===== src/rtl/intr_ctrl_pkg.sv =====
// Shared types and helpers for the prioritised interrupt controller.
// Channel index 0 is the highest priority everywhere in this block.
package intr_ctrl_pkg;

  typedef enum logic [1:0] {
    IDLE = 2'd0,
    REQ  = 2'd1,
    ACK  = 2'd2
  } state_t;

  localparam int MAX_IRQ = 16;
  localparam int IDX_W   = 4;

  // The spurious vector sits one slot past the last channel's vector.
  localparam int SPUR_OFFSET = 1;

  function automatic logic [IDX_W-1:0] lowest_set(input logic [MAX_IRQ-1:0] bits);
    lowest_set = '0;
    for (int i = MAX_IRQ - 1; i >= 0; i--) begin
      if (bits[i]) lowest_set = IDX_W'(i);
    end
  endfunction

endpackage


===== src/rtl/intr_ctrl_prio_enc.sv =====
// Fixed-priority encoder: reports whether any bit is set and the index
// of the lowest set bit.
module prio_enc
  import intr_ctrl_pkg::*;
#(
  parameter int W = 8
) (
  input  logic [W-1:0]     req,
  output logic             found,
  output logic [IDX_W-1:0] idx
);

  assign found = |req;
  assign idx   = lowest_set(MAX_IRQ'(req));

endmodule


===== src/rtl/intr_ctrl.sv =====
// Prioritised interrupt controller: latches edge/level requests, masks them,
// raises one request to the core and answers acknowledge with a vector.
module intr_ctrl
  import intr_ctrl_pkg::*;
#(
  parameter int               NUM_IRQ  = 8,
  parameter int               VEC_W    = 8,
  parameter logic [VEC_W-1:0] VEC_BASE = 8'h20
) (
  input  logic               clk,
  input  logic               reset,
  input  logic [NUM_IRQ-1:0] irq,
  input  logic [NUM_IRQ-1:0] edge_mode,
  input  logic               mask_we,
  input  logic [NUM_IRQ-1:0] mask_wdata,
  input  logic               inta,
  input  logic               eoi,
  output logic               intr,
  output logic [VEC_W-1:0]   vector,
  output logic               vector_valid,
  output logic [NUM_IRQ-1:0] pending,
  output logic [NUM_IRQ-1:0] in_service
);

  state_t             state, next_state;
  logic [NUM_IRQ-1:0] irq_q;
  logic [NUM_IRQ-1:0] mask;
  logic [NUM_IRQ-1:0] eligible;
  logic               elig_found, isr_found, winner_valid;
  logic [IDX_W-1:0]   elig_idx, isr_idx;
  logic               ack_take, spur_take;
  logic [NUM_IRQ-1:0] win_onehot, isr_onehot;
  logic [NUM_IRQ-1:0] pending_next, in_service_next;
  logic [VEC_W-1:0]   win_vec, spur_vec;

  assign eligible = pending & ~mask;

  prio_enc #(.W(NUM_IRQ)) u_elig_enc (
    .req   (eligible),
    .found (elig_found),
    .idx   (elig_idx)
  );

  prio_enc #(.W(NUM_IRQ)) u_isr_enc (
    .req   (in_service),
    .found (isr_found),
    .idx   (isr_idx)
  );

  // Only a strictly higher-priority channel may preempt one in service.
  assign winner_valid = elig_found && (!isr_found || (elig_idx < isr_idx));
  assign win_onehot   = NUM_IRQ'(1) << elig_idx;
  assign isr_onehot   = NUM_IRQ'(1) << isr_idx;
  assign win_vec      = VEC_BASE + VEC_W'(elig_idx);
  assign spur_vec     = VEC_BASE + VEC_W'(NUM_IRQ - 1 + SPUR_OFFSET);
  assign intr         = (state == REQ);

  always_comb begin
    next_state = state;
    ack_take   = 1'b0;
    spur_take  = 1'b0;
    case (state)
      IDLE: begin
        if (inta) spur_take = 1'b1;
        else if (winner_valid) next_state = REQ;
      end
      REQ: begin
        if (inta) begin
          ack_take   = winner_valid;
          spur_take  = !winner_valid;
          next_state = winner_valid ? ACK : IDLE;
        end else if (!winner_valid) begin
          next_state = IDLE;
        end
      end
      ACK:     next_state = IDLE;
      default: next_state = IDLE;
    endcase
  end

  // Edge channels: a new rising edge wins over the acknowledge clear.
  always_comb begin
    pending_next = pending;
    for (int i = 0; i < NUM_IRQ; i++) begin
      if (edge_mode[i]) begin
        if (irq[i] && !irq_q[i]) pending_next[i] = 1'b1;
        else if (ack_take && win_onehot[i]) pending_next[i] = 1'b0;
      end else begin
        pending_next[i] = irq[i];
      end
    end
  end

  // The eoi clear looks at the old in-service set, before a new bit lands.
  always_comb begin
    in_service_next = in_service;
    if (eoi && isr_found) in_service_next = in_service_next & ~isr_onehot;
    if (ack_take) in_service_next = in_service_next | win_onehot;
  end

  always_ff @(posedge clk) begin
    if (reset) begin
      state        <= IDLE;
      irq_q        <= '0;
      mask         <= '0;
      pending      <= '0;
      in_service   <= '0;
      vector       <= '0;
      vector_valid <= 1'b0;
    end else begin
      state        <= next_state;
      irq_q        <= irq;
      pending      <= pending_next;
      in_service   <= in_service_next;
      vector_valid <= ack_take || spur_take;
      if (mask_we) mask <= mask_wdata;
      if (ack_take) vector <= win_vec;
      else if (spur_take) vector <= spur_vec;
    end
  end

endmodule


===== config.mk =====
export PLATFORM = sky130hd
export DESIGN_NAME = intr_ctrl
export DESIGN_NICKNAME = d
export VERILOG_FILES = /design/src/rtl/intr_ctrl_pkg.sv /design/src/rtl/intr_ctrl_prio_enc.sv /design/src/rtl/intr_ctrl.sv
export SDC_FILE = /design/constraint.sdc
export NUM_CORES = 1
export LEC_CHECK = 0
export CORE_UTILIZATION = 50
export CTS_CLUSTER_SIZE = 20
export DETAILED_ROUTE_END_ITERATION = 8
export PLACE_DENSITY = 0.95
export SLEW_MARGIN = 20
export SYNTH_ARGS = -nofsm -noshare
export SYNTH_HDL_FRONTEND = slang
export SYNTH_SLANG_ARGS = --single-unit

===== constraint.sdc =====
create_clock -name clk -period 6.4 [get_ports clk]
set_input_delay 0.96 -clock clk [delete_from_list [all_inputs] [get_ports clk]]
set_output_delay 0.96 -clock clk [all_outputs]
set_load 0.05 [all_outputs]

# == Word level (Yosys, flattened, before mapping) ==
# Index checks and enable logic that the tools add are counted.
# totals
register_bits,43
input_bits,29
output_inout_bits,26
wordCells,125
# op_classes
add_sub_neg,1
n_lt_le_gt_ge,1
n_eq_ne,12
shift,2
muxes,55
n_bitwise,5
reduce_logical,35
# ops
op,n
two-way mux 3 bit,16
two-way mux 8 bit,4
two-way mux 1 bit,28
inequality test 3 x 1 -> 1 bit (second input constant),8
logical AND 1 bit,18
bitwise AND 8 bit,2
inverter 8 bit,2
OR reduction 8 bit,2
left shift 1 x 4 -> 8 bit (first input constant),2
logical NOT 1 bit,10
two-way mux 2 bit,5
OR 8 bit,1
adder 6 x 4 -> 7 bit (first input constant),1
< comparator 4 bit,1
inequality test 2 bit (second input constant),2
one-hot mux 2 bit (2 select lines),1
inequality test 3 bit (second input constant),1
AND reduction 3 bit,1
== test 2 x 1 -> 1 bit (second input constant),1
logical NOT 2 bit,1
logical OR 1 bit,2
one-hot mux 1 bit (2 select lines),1
nonzero test 2 bit,1

# == Depth between registers and ports, before layout ==
# Gate-level depths: netlist of run 1.
# logic_depth
depth_word,19
mapped_depth,10
depth_no_buf,10

# == Modules after synthesis ==
# A second synthesis of run 1 with hierarchy kept.
# unflattened
cells_unflattened,216
hier_area_um2,1875.5
# modules_own_cells
module,instances,cells_per_inst,area_each_um2,seq_area_each_um2
intr_ctrl,1,186,1690.4,800.8
prio_enc,2,15,92.6,0.0

# == Worst setup path before layout of run 1 ==
# Ideal clock, no wire load.
# synth_path
kind,register to register
startpoint,reg pending[4]
endpoint,reg pending[7]
setup_time_ns,0.116
arrival_time_ns,2.530
t_required_ns,6.284
slack_ns,3.754
path_stages_with_launch,11
path_buffers,0
period_less_slack_ns,2.646
path_cell_list,dfxtp_1 nand2b_1 nand2_1 nor2_1 o21a_1 ha_1 o21ai_0 a32oi_1 or2_1 or3b_1 a41o_1
# synth_via
elab_chain_len,13
elab_cells_between_ends,15
classes_between,order compare: 1; eq/ne: 1; shift: 1; mux: 7; bitwise: 1; reduce/logical: 4
# synth_lines
element,line,source
from (decl),intr_ctrl.sv:21,"output logic [NUM_IRQ-1:0] pending,"
from (signal assigned),intr_ctrl.sv:113,pending <= pending_next;
bitwise AND 8 bit *,intr_ctrl.sv:36,assign eligible = pending & ~mask;
two-way mux 3 bit (5 in series),intr_ctrl_pkg.sv:20,if (bits[i]) lowest_set = IDX_W'(i);
< comparator 4 bit,intr_ctrl.sv:51,assign winner_valid = elig_found && (!isr_found || (elig_idx < isr_idx));
logical OR 1 bit,intr_ctrl.sv:51,
logical AND 1 bit,intr_ctrl.sv:51,
two-way mux 1 bit,intr_ctrl.sv:68,if (inta) begin
two-way mux 1 bit,intr_ctrl.sv:62,case (state)
logical AND 1 bit *,intr_ctrl.sv:87,else if (ack_take && win_onehot[i]) pending_next[i] = 1'b0;
inequality test 3 x 1 -> 1 bit (no line) *,-,
# Every way passes the cells marked *; elsewhere a longest branch is shown, timed or not.
# A chain may end at the register's enable or synchronous reset.

# == Final worst setup path of run 1 ==
# layout_path
startpoint,reg pending[7]
endpoint,reg in_service[4]
# layout_via
elab_chain_len,15
elab_cells_between_ends,18
classes_between,order compare: 1; shift: 1; mux: 11; bitwise: 2; reduce/logical: 3
# layout_lines
element,line,source
bitwise AND 8 bit *,intr_ctrl.sv:36,
two-way mux 3 bit (8 in series),intr_ctrl_pkg.sv:20,
< comparator 4 bit,intr_ctrl.sv:51,
logical OR 1 bit,intr_ctrl.sv:51,
logical AND 1 bit,intr_ctrl.sv:51,
two-way mux 1 bit,intr_ctrl.sv:68,
two-way mux 1 bit,intr_ctrl.sv:62,
two-way mux 8 bit *,intr_ctrl.sv:98,if (ack_take) in_service_next = in_service_next | win_onehot;
to (signal assigned),intr_ctrl.sv:114,in_service <= in_service_next;
to (decl),intr_ctrl.sv:22,output logic [NUM_IRQ-1:0] in_service
# Marked as above.

==> results.txt, run 1 <==
The tools report the root buffer selected by CTS as sky130_fd_sc_hd__clkbuf_4. The worst path uses 44.2% of the clock period. The clock tree synthesis step divided the H-tree into 2 levels. For hold timing, the worst endpoint is vector[2]. The number of hold buffers added after CTS was 0.

In this run the remaining antenna-violating nets after routing total 0. After detailed placement, the total cell area comes to 2330 um^2. The number of nets in the final layout is 286, and the area growth from synthesis to layout is 34.8%. Input and output buffers added on the ports amount to 51.

Subtracting the final worst setup slack from the clock period gives 2.83 ns. For the pin with the worst max-slew slack, the measured transition is 1.06 ns. The run gives 0.935 as the placer congestion estimate. The repair_antennas step left the layout with diodes totalling 0. Across all register-to-register paths, the minimum setup slack is 3.57 ns.

The peak ir drop on the vdd network is 170 uV. In the final layout, the share of cells above drive strength 1 is 5.47%. For the detailed router's first-iteration violation count, the log shows 97. The tools report the leakage component of the power as 0.936 nW. The most used flip-flop cell after synthesis is sky130_fd_sc_hd__dfxtp_1. Before CTS, the worst setup slack after placement is 3.55 ns.

Width of the die: 61.8 um. The tools report the post-route DRC violation count as 0. Global routing used 23.9% of the available tracks across all layers. The floorplan step defined a die boundary enclosing 3820 um^2. Across all setup checks in the final design, the least slack found is 3.57 ns.

The tightest min-delay check is of the register to register type. For the data arrival time at the worst-slack endpoint, the log shows 3.11 ns. The worst hold slack is 0.487 ns, and the number of cell instances on the worst register-to-register path is 9. The post-synthesis async set-or-reset flop share was 0%; the count of buffers added by post-CTS timing repair for setup was 0. The clock transition at the registers of the reported paths was 0.12 ns; the number of synthesized register bits was 40. The synthesized instance count came out at 202. TritonCTS built the clock tree.

For the number of pins exceeding their max-slew limit in the final report, the log shows 0. The worst hold path begins at vector[2]. The layout has 265 filler cells. The iteration count of the initial detailed-routing pass was 4; the half-perimeter wire length after detailed placement was 3.15 mm. The average cell area after synthesis was 8.85 um^2; the maximum number of pins on one net before global-route repair was 35. The final global-route overflow total was 0; the total length of routed wires was 4.12 mm.

The die is 61.8 um tall. In the final timing run, aggregate negative setup slack is 0 ns. The first global-routing pass estimated 6.48 mm of wire.

The run gives 44.8% as the portion of the post-synthesis area used by sequential elements. The tools report the number of top-level design ports as 55. The peak fanout along the critical path is 5. The highest attainable clock frequency is 354 MHz.

The worst setup path is captured at a register. In this run the core area contains 21 standard-cell rows. After routing the design area is 2410 um^2. Once the floorplan was initialized, standard cells occupied 52.8% of the core. After floorplanning, the core was sized to cover 3390 um^2. The startpoint identified for the worst register-to-register timing path is pending[7]. The logs give 0 for the final setup violation count and 0 for the Yosys warning count. After detailed routing, the number of vias per cell comes to 5.53. The count of endpoints failing hold in the final timing report was 0; the power per standard cell area was 232 nW/um^2. Setup repair after global routing left no endpoint under its margin. The quantity of gates resized following cts came out at 0. The tools report the distinct cell type count after synthesis as 44. The logs give 0.36 ns for the clock latency on the worst-skew pair and 0 for the number of antenna violations at the first check in global routing.

After the flow finishes, the layout carries non-filler instances totaling 302. The kind of start point of the critical path was a register. In the final routed layout, each cell accounts on average for 13.6 um. The total number of vias was 1671; the worst clock skew on the final layout was 0.0105 ns.

The number of instances in the placed design was 294; the number of CTS-inserted buffers was 5. The count of cells along the worst hold path is 1, and the buffer depth of the longest clock path is 2. The synthesized design contains 0 enable-type register cells. The tools report the via count of the first global-routing pass as 1494.

The flow ran to the end, and the final reports show no timing, DRC or antenna violations. Counting every sink on the clock net gives 40. The tools report the count of maximum capacitance violations as 0. The tools report the endpoint of the worst-slack reg-to-reg timing path as in_service[4].

The post-synthesis instance area is 1790 um^2. The critical path class is register to register. In this run the tightest slew margin relative to its limit is 27.2%. The tools report the required arrival time at the worst endpoint as 6.68 ns.
power breakdown:
part / internal, mW / switching (mW) / total, mW
registers: 0.262 / 0.00858 / 0.271
logic: 0.0511 / 0.0724 / 0.123
clock network: 0.0814 / 0.0842 / 0.166
through the flow:
step	power, mW	utilization [%]
CTS	0.561	71.1
global route	0.584	71.1
global placement	0.396	68.7
detailed placement	0.398	68.7
finish	0.560	71.1
floorplan	0.354	-
metal layers:
layer / up-vias / part of all wire [%] / track usage (%)
met2: 65 / 48 / 39.3
li1: 830 / - / -
met3: 12 / 4.6 / 5.18
met4: 0 / 2.6 / 13.7
met5: - / 0 / 0
met1: 764 / 45 / 29.0
cells by family after synthesis:
| family | count (synthesis) | synth area share [%] |
|---|---|---|
| other | 1 | 0.210 |
| and+or+nand+nor | 86 | 23.9 |
| muxes | 8 | 4.48 |
| AOI/OAI and AO/OA | 52 | 21.8 |
| DFF | 40 | 44.8 |
| adders and majority gates | 2 | 1.40 |
| buffers and inverters | 13 | 3.36 |
sequential cells by signal, summed over array words and instances (netlist names):
register and cells:
mask 8, vector 5, irq_q 8, in_service 8, pending 8, vector_valid 1
state 2
final cells by class:
type | count | area (um^2) | share of cell area (%)
clock buffers | 5 | 37.5 | 1.56
clock inverters | 3 | 42.5 | 1.77
inverters | 5 | 18.8 | 0.779
multi-input cells | 151 | 935 | 38.8
flip-flops and latches | 40 | 801 | 33.2
well taps | 46 | 57.6 | 2.39
repair buffers | 52 | 518 | 21.5
how the worst max path moves through the flow:
| stage | startpoint | end | slack [ns] | cells after the start |
|---|---|---|---|---|
| 2_1_floorplan | pending[4] | pending[7] | 3.75 | 10 |
| 3_3_place_gp | inta | pending[4] | 3.71 | 4 |
| 3_5_place_dp | inta | pending[4] | 3.55 | 4 |
| 4_1_cts | pending[1] | in_service[4] | 3.60 | 8 |
| 5_1_grt | pending[1] | in_service[4] | 3.42 | 8 |
| 6_report | pending[7] | in_service[4] | 3.57 | 9 |
worst max-delay path, cell delays in order, from the launching register on:
cell                        delay, ns
sky130_fd_sc_hd__dfxtp_1         0.35
sky130_fd_sc_hd__nor2b_1         0.15
sky130_fd_sc_hd__a21oi_1         0.25
sky130_fd_sc_hd__nor2_1          0.07
sky130_fd_sc_hd__o21a_1          0.20
sky130_fd_sc_hd__ha_1            0.29
sky130_fd_sc_hd__o21ai_0         0.15
sky130_fd_sc_hd__a32oi_1         0.14
sky130_fd_sc_hd__a2111oi_0       0.95
sky130_fd_sc_hd__o2bb2ai_1       0.21
synth_stat cells, types with 2 or more instances:
library cell                instances  area, um^2
sky130_fd_sc_hd__dfxtp_1           40         801
sky130_fd_sc_hd__a2111oi_0          2        17.5
sky130_fd_sc_hd__nor2b_1           13        81.3
sky130_fd_sc_hd__and3_1             2        12.5
sky130_fd_sc_hd__nor2_1            26        97.6
sky130_fd_sc_hd__a32o_1             2        20.0
sky130_fd_sc_hd__inv_1              5        18.8
sky130_fd_sc_hd__clkbuf_1           4        15.0
sky130_fd_sc_hd__a211oi_1           3        22.5
sky130_fd_sc_hd__o21a_1             3        22.5
sky130_fd_sc_hd__mux2i_1            8        80.1
sky130_fd_sc_hd__nand2_1           19        71.3
sky130_fd_sc_hd__o31ai_1            5        37.5
sky130_fd_sc_hd__a22oi_1            3        22.5
sky130_fd_sc_hd__nand3_1            5        25.0
sky130_fd_sc_hd__nand4_1            2        12.5
sky130_fd_sc_hd__o21ai_0            7        35.0
sky130_fd_sc_hd__a21boi_0           3        22.5
sky130_fd_sc_hd__nor3_1             4        20.0
sky130_fd_sc_hd__a41o_1             3        30.0
sky130_fd_sc_hd__a21oi_1            9        45.0
sky130_fd_sc_hd__nand2b_1           9        56.3
sky130_fd_sc_hd__ha_1               2        25.0
sky130_fd_sc_hd__buf_4              3        22.5
cells in the final DEF (no fill, tap or decap), types with 2 or more instances in the layout:
cell,instances
sky130_fd_sc_hd__clkdlybuf4s50_1,51
sky130_fd_sc_hd__dfxtp_1,40
sky130_fd_sc_hd__nor2_1,26
sky130_fd_sc_hd__nand2_1,19
sky130_fd_sc_hd__nor2b_1,13
sky130_fd_sc_hd__nand2b_1,9
sky130_fd_sc_hd__a21oi_1,9
sky130_fd_sc_hd__mux2i_1,8
sky130_fd_sc_hd__o21ai_0,7
sky130_fd_sc_hd__inv_1,5
sky130_fd_sc_hd__o31ai_1,5
sky130_fd_sc_hd__nand3_1,5
sky130_fd_sc_hd__clkbuf_4,5
sky130_fd_sc_hd__nor3_1,4
sky130_fd_sc_hd__o21a_1,3
sky130_fd_sc_hd__a21boi_0,3
sky130_fd_sc_hd__a41o_1,3
sky130_fd_sc_hd__a22oi_1,3
sky130_fd_sc_hd__a211oi_1,3
sky130_fd_sc_hd__conb_1,3
sky130_fd_sc_hd__nand4_1,2
sky130_fd_sc_hd__a2111oi_0,2
sky130_fd_sc_hd__and3_1,2
sky130_fd_sc_hd__a32o_1,2
sky130_fd_sc_hd__ha_1,2
(Power assumes the default switching activity.)
==> inputs of run 2 (changes only) <==
--- a/config.mk
+++ b/config.mk
@@ -5,10 +5,10 @@
 export SDC_FILE = /design/constraint.sdc
 export NUM_CORES = 1
 export LEC_CHECK = 0
-export CORE_UTILIZATION = 50
+export CORE_UTILIZATION = 42
 export CTS_CLUSTER_SIZE = 20
 export DETAILED_ROUTE_END_ITERATION = 8
-export PLACE_DENSITY = 0.95
+export PLACE_DENSITY = 0.88
 export SLEW_MARGIN = 20
 export SYNTH_ARGS = -nofsm -noshare
 export SYNTH_HDL_FRONTEND = slang
==> constraint.sdc (replaced) <==
create_clock -name clk -period 2.5 [get_ports clk]
set_input_delay 0.375 -clock clk [delete_from_list [all_inputs] [get_ports clk]]
set_output_delay 0.375 -clock clk [all_outputs]
set_load 0.05 [all_outputs]
==> results.txt, run 2 (synthesis results as in run 1) <==
The flow ran to the end, and the final reports show no timing, DRC or antenna violations. The number of buffers inserted by hold repair at cts was 0 (unchanged); the count of nets left with antenna violations after detail routing was 0 (unchanged). The worst hold path begins at vector[5]. The data arrival time at the worst-slack endpoint came out at 2.56 ns (-0.55 ns). The run gives 44.1% (-8.7 points) as the effective utilization at floorplan. The half-perimeter wire length after detailed placement came out at 3.33 mm (+5.8%). Leaving out fill and tap cells, the most frequent cell in the layout is sky130_fd_sc_hd__clkdlybuf4s50_1.

Wire length per cell: 13.8 um (+1.2%). For the worst clock skew on the final layout, the log shows 0.00907 ns (-0.00145 ns). The run gives 1494 (unchanged) as the via count of the first global-routing pass. The diode insertion count for antenna repair came out at 0 (unchanged).

The worst register-to-register path begins at pending[7]. The root buffer selected by CTS is sky130_fd_sc_hd__clkbuf_8. TritonCTS built the clock tree. The final standard cell utilization of the core came out at 62.3% (-8.8 points). The pre-CTS setup slack is 0.0550 ns (-3.49 ns). The TritonCTS sink count was 40 (unchanged); the wire length of the first global-routing pass was 7.02 mm (+8.3%). The clock latency on the worst-skew pair is 0.30 ns (-0.06 ns), and the final global-route overflow total is 0 (unchanged).

Number of top-level design ports: 55 (unchanged). Power per standard cell area: 580 nW/um^2 (+150%). Worst-case setup margin in the final layout: 0.126 ns (-3.45 ns).

The number of nets in the final layout came out at 294 (+2.8%). The total routing resource utilization after global routing is 21.2% (-2.7 points), and the detailed router's first-iteration violation count is 208 (+110%). Highest attainable clock frequency: 421 MHz (+19%). The area occupied by registers was 816 um^2 (+1.9%).

The worst hold slack came out at 0.476 ns (-0.0110 ns). Count of cells along the worst hold path: 2 (+1). The share of post-route cells with drive strength above 1 came out at 14.4% (+8.9 points). The tools report the total length of routed wires as 4.33 mm (+5.2%). The number of instances in the placed design was 304 (+3.4%). The top cell types in the final layout, fill and taps aside, are sky130_fd_sc_hd__clkdlybuf4s50_1 (51), sky130_fd_sc_hd__dfxtp_1 (28), sky130_fd_sc_hd__nor2_1 (26). The buffer depth of the longest clock path is 2 (unchanged), and the peak ir drop on the vdd network is 387 uV (+130%).

For the leakage component of the power, the log shows 0.989 nW (+5.6%). The width of the die works out to 67.2 um (+8.8%). The post-route minimum period came out at 2.37 ns (-0.454 ns). The vertical die dimension was 67.2 um (+8.8%); the number of antenna violations at the first check in global routing was 0 (unchanged). The run gives 354 (+34%) as the number of fill cells in the layout. The total number of vias came out at 1705 (+2.0%). The kind of start point of the critical path is a register. For the setup slack on the worst flop-to-flop path, the log shows 0.13 ns (-3.45 ns).

The run gives 2 (unchanged) as the total number of H-tree levels. For the core area, the log shows 4060 um^2 (+20%). The maximum number of pins on one net before global-route repair was 17 (-51%); the required arrival time at the worst endpoint was 2.69 ns (-3.99 ns). For hold timing, the worst endpoint is vector[5].

The final critical-path share of the clock period is 95.0% (+51 points). The remaining max-slew budget at the tightest pin is 65.3% (+38 points). The iteration count of the initial detailed-routing pass was 4 (unchanged); the final setup violation count was 0 (unchanged). Setup repair after global routing could not meet its margin everywhere. The classification of the worst-slack hold path was register to register. The tools report the count of endpoints failing hold in the final timing report as 0 (unchanged). The number of cell instances on the worst register-to-register path was 10 (+1); the placer congestion estimate was 0.871 (-6.8%).

For the post-route DRC violation count, the log shows 0 (unchanged). For the number of cells in the finished layout apart from fillers, the log shows 314 (+4.0%). The worst setup path is captured at a register. Endpoint of the worst-slack reg-to-reg timing path: pending[7]. The number of CTS-inserted buffers is 5 (unchanged).

The detailed-route vias per instance works out to 5.43 (-1.9%). The sum of negative setup slack came out at 0 ns (unchanged). The clock transition at the registers of the reported paths is 0.07 ns (-0.05 ns).

The peak fanout along the critical path works out to 5 (unchanged). The number of buffers inserted by port buffering is 51 (unchanged). The critical path in this run is classified as register to register. From synthesis to final layout, the design area changed by 41.3%.

The tools report the area of the die as 4520 um^2 (+18%). The total area of multi-input combinational cells came out at 961 um^2 (+2.8%). The number of rows created at floorplan is 23 (+9.5%), and the slew of the pin with the lowest slew margin is 0.519 ns (-0.546 ns). The count of maximum capacitance violations was 0 (unchanged). The run gives 0 (unchanged) as the number of pins exceeding their max-slew limit in the final report.
## run 2: cell count changes in the layout (fill, tap and decap cells not counted), moves of 2 or more
| cell | delta |
|---|---|
| sky130_fd_sc_hd__a2111oi_0 | -2 |
| sky130_fd_sc_hd__a2111oi_1 | +2 |
| sky130_fd_sc_hd__buf_4 | +8 |
| sky130_fd_sc_hd__clkbuf_1 | +2 |
| sky130_fd_sc_hd__clkbuf_4 | -5 |
| sky130_fd_sc_hd__clkbuf_8 | +6 |
| sky130_fd_sc_hd__dfxtp_1 | -12 |
| sky130_fd_sc_hd__dfxtp_2 | +12 |
| sky130_fd_sc_hd__nor2b_1 | -2 |
| sky130_fd_sc_hd__nor2b_2 | +2 |
## run 2: through the flow
step           instance area [um^2]  power [mW]
5_1_grt                        2530        1.54
6_report                       2530        1.46
3_3_place_gp                   2400        1.02
3_5_place_dp                   2400        1.03
4_1_cts                        2490        1.47
2_1_floorplan                  1810       0.910
## run 2: worst max-delay path by stage
| stage | from | to | cells after the start |
|---|---|---|---|
| after global routing | in_service[1] | pending[4] | 8 |
| after floorplan | in_service[0] | pending[7] | 8 |
| after global placement | pending[7] | pending[7] | 10 |
| final | pending[7] | pending[7] | 10 |
| after detailed placement | pending[7] | pending[7] | 10 |
| after CTS | pending[7] | pending[7] | 10 |
## run 2: metal layers
layer / track usage [%] / share of wire (%) / wire [um]
met5: 0 / 0 / 0
met1: 26.4 / 44 / 1890
met4: 8.78 / 2.4 / 106
met2: 33.8 / 47 / 2020
met3: 6.42 / 7.3 / 318
## run 2: worst max-delay path, stage by stage, from the launching register on
cell and delay [ns]:
sky130_fd_sc_hd__dfxtp_2 0.32, sky130_fd_sc_hd__nor2b_2 0.16, sky130_fd_sc_hd__a21oi_2 0.16, sky130_fd_sc_hd__nor2_1 0.07, sky130_fd_sc_hd__o21a_1 0.21, sky130_fd_sc_hd__ha_1 0.27, sky130_fd_sc_hd__o21ai_1 0.15, sky130_fd_sc_hd__a32oi_2 0.11
sky130_fd_sc_hd__or2_1 0.26, sky130_fd_sc_hd__or3b_4 0.38, sky130_fd_sc_hd__a41o_1 0.18
## run 2: cell type report
class | instances | area share, %
Tap cell | 50 | 2.48
Sequential cell | 40 | 32.3
Inverter | 5 | 0.743
Timing Repair Buffer | 60 | 22.9
Clock buffer | 8 | 3.57
Multi-Input combinational cell | 151 | 38.0
## run 2: power by group
group,internal (mW),switching (mW)
combinational,0.144,0.193
clock,0.225,0.208
sequential,0.673,0.0213
total,1.04,0.423
## run 2: timing repair
item                       4_1_cts  5_1_grt
setup buffers                    0        2
resized for setup                0        8
setup endpoints to repair        0       14
